File: src/rtl/debounce_filter.sv
`default_nettype none
// ============================================================================
// Module      : debounce_filter
// Description : Synchronises a raw, possibly bouncing level, qualifies every
//               transition over STABLE_CNT+1 consecutive samples and counts
//               the transitions that were rejected as glitches.
// Revision    : 1.0 - initial release
// ============================================================================
module debounce_filter #(
  parameter int SYNC_STAGES = 2,
  parameter int STABLE_CNT  = 16,
  parameter int GLITCH_W    = 8
) (
  input  logic                clk_i,
  input  logic                rst_ni,
  input  logic                pulse_i,
  input  logic                glitch_clr_i,
  output logic                pulse_o,
  output logic                busy_o,
  output logic [GLITCH_W-1:0] glitch_cnt_o
);

  localparam int c_cnt_w = $clog2(STABLE_CNT + 1);
  localparam logic [c_cnt_w-1:0] c_cnt_one = c_cnt_w'(1);
  localparam logic [c_cnt_w-1:0] c_cnt_max = c_cnt_w'(STABLE_CNT);
  localparam logic [GLITCH_W-1:0] c_glitch_one = GLITCH_W'(1);

  // Reject parameterisations the filter cannot honour.
  if (SYNC_STAGES < 2) begin : g_bad_sync_stages
    $error("debounce_filter: SYNC_STAGES must be at least 2");
  end
  if (STABLE_CNT < 1) begin : g_bad_stable_cnt
    $error("debounce_filter: STABLE_CNT must be at least 1");
  end

  typedef enum logic [1:0] {
    LOW    = 2'd0,
    QUAL_H = 2'd1,
    HIGH   = 2'd2,
    QUAL_L = 2'd3
  } state_t;

  logic [SYNC_STAGES-1:0] r_sync;
  state_t                 r_state;
  logic [c_cnt_w-1:0]     r_cnt;
  logic                   r_pulse;
  logic [GLITCH_W-1:0]    r_glitch_cnt;
  logic                   w_s;
  logic                   w_glitch;

  // The oldest synchroniser stage is the only value the FSM ever looks at.
  assign w_s = r_sync[SYNC_STAGES-1];

  // A qualification aborted in either direction is a rejected glitch.
  assign w_glitch = ((r_state == QUAL_H) && !w_s) ||
                    ((r_state == QUAL_L) &&  w_s);

  // Metastability-hardening shift chain for the asynchronous input.
  always_ff @(posedge clk_i or negedge rst_ni) begin
    if (!rst_ni) begin
      r_sync <= '0;
    end else begin
      r_sync <= {r_sync[SYNC_STAGES-2:0], pulse_i};
    end
  end

  // Qualification FSM with registered output level and saturating glitch count.
  always_ff @(posedge clk_i or negedge rst_ni) begin
    if (!rst_ni) begin
      r_state      <= LOW;
      r_cnt        <= '0;
      r_pulse      <= 1'b0;
      r_glitch_cnt <= '0;
    end else begin
      case (r_state)
        LOW: begin
          if (w_s) begin
            r_state <= QUAL_H;
            r_cnt   <= c_cnt_one;
          end
        end
        QUAL_H: begin
          if (w_s) begin
            if (r_cnt == c_cnt_max) begin
              r_state <= HIGH;
              r_pulse <= 1'b1;
            end else begin
              r_cnt <= r_cnt + c_cnt_one;
            end
          end else begin
            r_state <= LOW;
          end
        end
        HIGH: begin
          if (!w_s) begin
            r_state <= QUAL_L;
            r_cnt   <= c_cnt_one;
          end
        end
        QUAL_L: begin
          if (!w_s) begin
            if (r_cnt == c_cnt_max) begin
              r_state <= LOW;
              r_pulse <= 1'b0;
            end else begin
              r_cnt <= r_cnt + c_cnt_one;
            end
          end else begin
            r_state <= HIGH;
          end
        end
        default: begin
          r_state <= LOW;
          r_pulse <= 1'b0;
        end
      endcase

      // Clear has priority over a coincident glitch; the count never wraps.
      if (glitch_clr_i) begin
        r_glitch_cnt <= '0;
      end else if (w_glitch && (r_glitch_cnt != '1)) begin
        r_glitch_cnt <= r_glitch_cnt + c_glitch_one;
      end
    end
  end

  assign pulse_o      = r_pulse;
  assign busy_o       = (r_state == QUAL_H) || (r_state == QUAL_L);
  assign glitch_cnt_o = r_glitch_cnt;

endmodule
`default_nettype wire

File: config.mk
export PLATFORM = sky130hd
export DESIGN_NAME = debounce_filter
export DESIGN_NICKNAME = d
export VERILOG_FILES = /design/src/rtl/debounce_filter.sv
export SDC_FILE = /design/constraint.sdc
export NUM_CORES = 1
export LEC_CHECK = 0
export BUFFER_PORTS_ARGS = -buffer_cell sky130_fd_sc_hd__clkbuf_2
export CAP_MARGIN = 20
export CELL_PAD_IN_SITES_DETAIL_PLACEMENT = 1
export CELL_PAD_IN_SITES_GLOBAL_PLACEMENT = 2
export CORE_ASPECT_RATIO = 1.25
export CORE_MARGIN = 2
export CORE_UTILIZATION = 35
export DETAILED_ROUTE_END_ITERATION = 6
export PLACE_DENSITY_LB_ADDON = 0.1
export SLEW_MARGIN = 20
export SYNTH_ARGS = -nofsm -noshare
export SYNTH_HDL_FRONTEND = slang
export SYNTH_SLANG_ARGS = --single-unit
File: constraint.sdc
create_clock -name clk_i -period 3.05 [get_ports clk_i]
set_input_delay 0.305 -clock clk_i [delete_from_list [all_inputs] [get_ports clk_i]]
set_output_delay 0.305 -clock clk_i [all_outputs]
set_load 0.01 [all_outputs]
==> metrics.yaml <==
placed_design:
  placed_area_sq_um: 1010
  io_buffers: 13
  hpwlAfterDp_um: 1440
  dp_cells: 135
  preCtsSetupSlack_ns: 1.29
  gp_congestion: 0.743
logic_synthesis:
  ys_ff_latch: 18
  postSynthCellCount: 92
  yosysTopAreaCell: "dfrtp_1"
  ys_warn_count: 0
  post-synth-top-count-cell: "dfrtp_1"
  synthDistinctLibCells: 30
  synth_ff_type: "dfrtp_1"
  yosysSeqAreaShare: 0.493
  avgSynthCellArea_sq_um: 9.93
  async_flop_share: 1.00
  synth_area_leaders: "dfrtp_1 49%, ha_1 4.1%, o21ai_0 3.8%, nand2_1 3.7%, mux2i_1 3.3%"
  synth_top_area_frac: 0.493
  synthesis.nets: 99
  syn_area_sq_um: 913
  synth_enable_flop_cells: 0
  synth_commonest_cells: "18 x dfrtp_1, 9 x nand2_1, 8 x nor2_1, 7 x o21ai_0, 5 x nand3_1"
detailed_routing:
  wirelength_um: 1920
  drt-initial-drc-count: 7
  drcViolationCount: 0
  wl_per_cell_um: 13.8
  ant_nets: 0
  vias_per_cell: 5.40
  drtPass1Iterations: 3
  num_vias: 750
grt:
  grt_max_degree: 19
  overflow: 0
  grt_use_total: 0.146
  grt_pass1_vias: 733
  grt_pass1_wl_um: 3320
  antenna_found_initial: 0
clocking:
  ctsHtreeMaxLevel: 1
  root_buffer: "clkbuf_4"
  worstSkewPairLatency_ns: 0.29
  cts_buffers: 3
  path_clk_slew_ns: 0.10
  cts_setup_buffers: 0
  cts_tree: "done"
  post_cts_resized: 0
  clkSinkCount: 18
  clock_tree.buffer_depth: 2
layout:
  finalNonFillerCells: 139
  fin_nets: 115
  num-fill-cells: 314
  diodes: 0
  fin_area_sq_um: 1040
  drive_gt1_frac: 0.189
  syn_to_final_growth_pct: 13.8
power_and_ir_drop:
  peakVddDrop_v: 0.000220
  p_total_uw: 627
  clkPwrFrac: 0.186
  pwr-share-seq: 0.550
  combPwrFrac: 0.264
  power_density_nw_per_um2: 603
  leakage_uw: 0.000456
  swShare: 0.361
  intPower_uw: 401
  switching_power_uw: 226
sta:
  period_minus_slack_ns: 1.77
  finalSetupViolCount: 0
  relSlewSlack: 0.597
  worstMarginPinSlew_ns: 0.596
  layout_setup_ws_ns: 1.28
  fmax_mhz: 565
  clock_skew_ns: 0.00203
  setup-tns-final_ns: 0
  drv_slew: 0
  rsz0062_at_grt: "no"
  finalHoldViolations: 0
  fin_crit_sh: 0.580
hold_path:
  hold_class: "primary input to register"
setup_path:
  critPathMaxFanout: 14
  end_kind: "register"
  cp.required_ns: 3.27
  critPathLaunchType: "register"
  crit_type: "register to register"
  crit_arrival_ns: 1.99
run_status:
  status: "finished, final reports clean"
die:
  die_x_um: 49.7
  ios: 14
  core_area_sq_um: 2450
  start_util: 0.372
  die_y_um: 61.1
  die_area_sq_um: 3040
  core.rowCount: 20
flow_run:
  drv_cap: 0
timing repair:
item / 4_1_cts / 5_1_grt
setup endpoints to repair: 0 / 0
endpoints found under the hold margin: 18 / 0
hold buffers: 1 / 0
logic make-up (layout without fill, tap and decap cells):
group / Yosys count / in the layout / share of synthesized area
AO/OA/AOI/OAI: 19 / 19 / 0.134
multiplexers: 4 / 4 / 0.0452
adder cells (fa/ha/maj): 3 / 3 / 0.0411
flip-flops: 18 / 18 / 0.493
XOR/XNOR: 3 / 3 / 0.0370
buffers and inverters: 7 / 21 / 0.0301
AND/OR/NAND/NOR: 38 / 38 / 0.219
critical path: stages, from the launching register on:
cell and delay (ns):
dfrtp_1 0.64, inv_1 0.16, or3_4 0.42, or3_1 0.35, a21oi_1 0.14
cells in the final DEF (no fill, tap or decap), types with 2 or more instances in the layout:
cell and n:
a21oi_1 4, nor2_1 8, nand4b_1 2, o21ai_0 7, xor2_1 2, ha_1 3
mux2i_1 3, or3_1 2, clkbuf_4 3, nand4_1 2, nand3_1 5, nand2_1 9
o211ai_1 2, clkbuf_2 13, nor3_1 2, and3_1 3, dfrtp_1 18, inv_1 4
a31oi_1 2
registers in the layout, summed over array words and instances (netlist names), named ones only:
name / flops
r_sync: 2
pulse_o: 1
r_cnt: 5
r_state: 1
glitch_cnt_o: 8
layer usage:
layer	share of wire	GRT usage	wire [um]	vias to the layer above
met1	0.44	0.168	836	371
met3	0.025	0.0218	48	4
met4	0.014	0.0714	27	0
met5	0	0	0	-
met2	0.52	0.269	1010	10
li1	-	-	-	365
through the flow:
step / hold WS (ns) / utilization
finish: 0.115 / 0.424
global route: 0.101 / 0.424
CTS: 0.105 / 0.424
detailed placement: 0.290 / 0.411
global placement: 0.282 / 0.411
floorplan: 0.00941 / -
worst paths after layout:
path                                   end  startpoint  depth (start not counted)  slack (ns)
max reg2reg                glitch_cnt_o[4]  r_state[0]                          4        1.28
max                        glitch_cnt_o[4]  r_state[0]                          4        1.28
min in group asynchronous         r_cnt[1]      rst_ni                          2        0.50
min                              r_sync[0]     pulse_i                          1        0.11
max in group asynchronous          pulse_o      rst_ni                          2        2.23
min reg2reg                      r_sync[1]   r_sync[0]                          0        0.36
power by group through the flow:
stage | clock [uW] | combinational [uW] | sequential (uW)
final | 117 | 166 | 345
after global placement | 0 | 163 | 349
after detailed placement | 0 | 168 | 351
after CTS | 126 | 170 | 345
after floorplan | 0 | 132 | 330
after global routing | 131 | 190 | 353
layout make-up:
cell class                      count  area [sq um]  share of cell area
Inverter                            4          15.0              0.0144
Clock buffer                        3          22.5              0.0217
Sequential cell                    18           450               0.433
Timing Repair Buffer               14          75.1              0.0722
Tap cell                           33          41.3              0.0397
Multi-Input combinational cell     67           435               0.419
No activity file was read; power rests on OpenSTA's default activity.
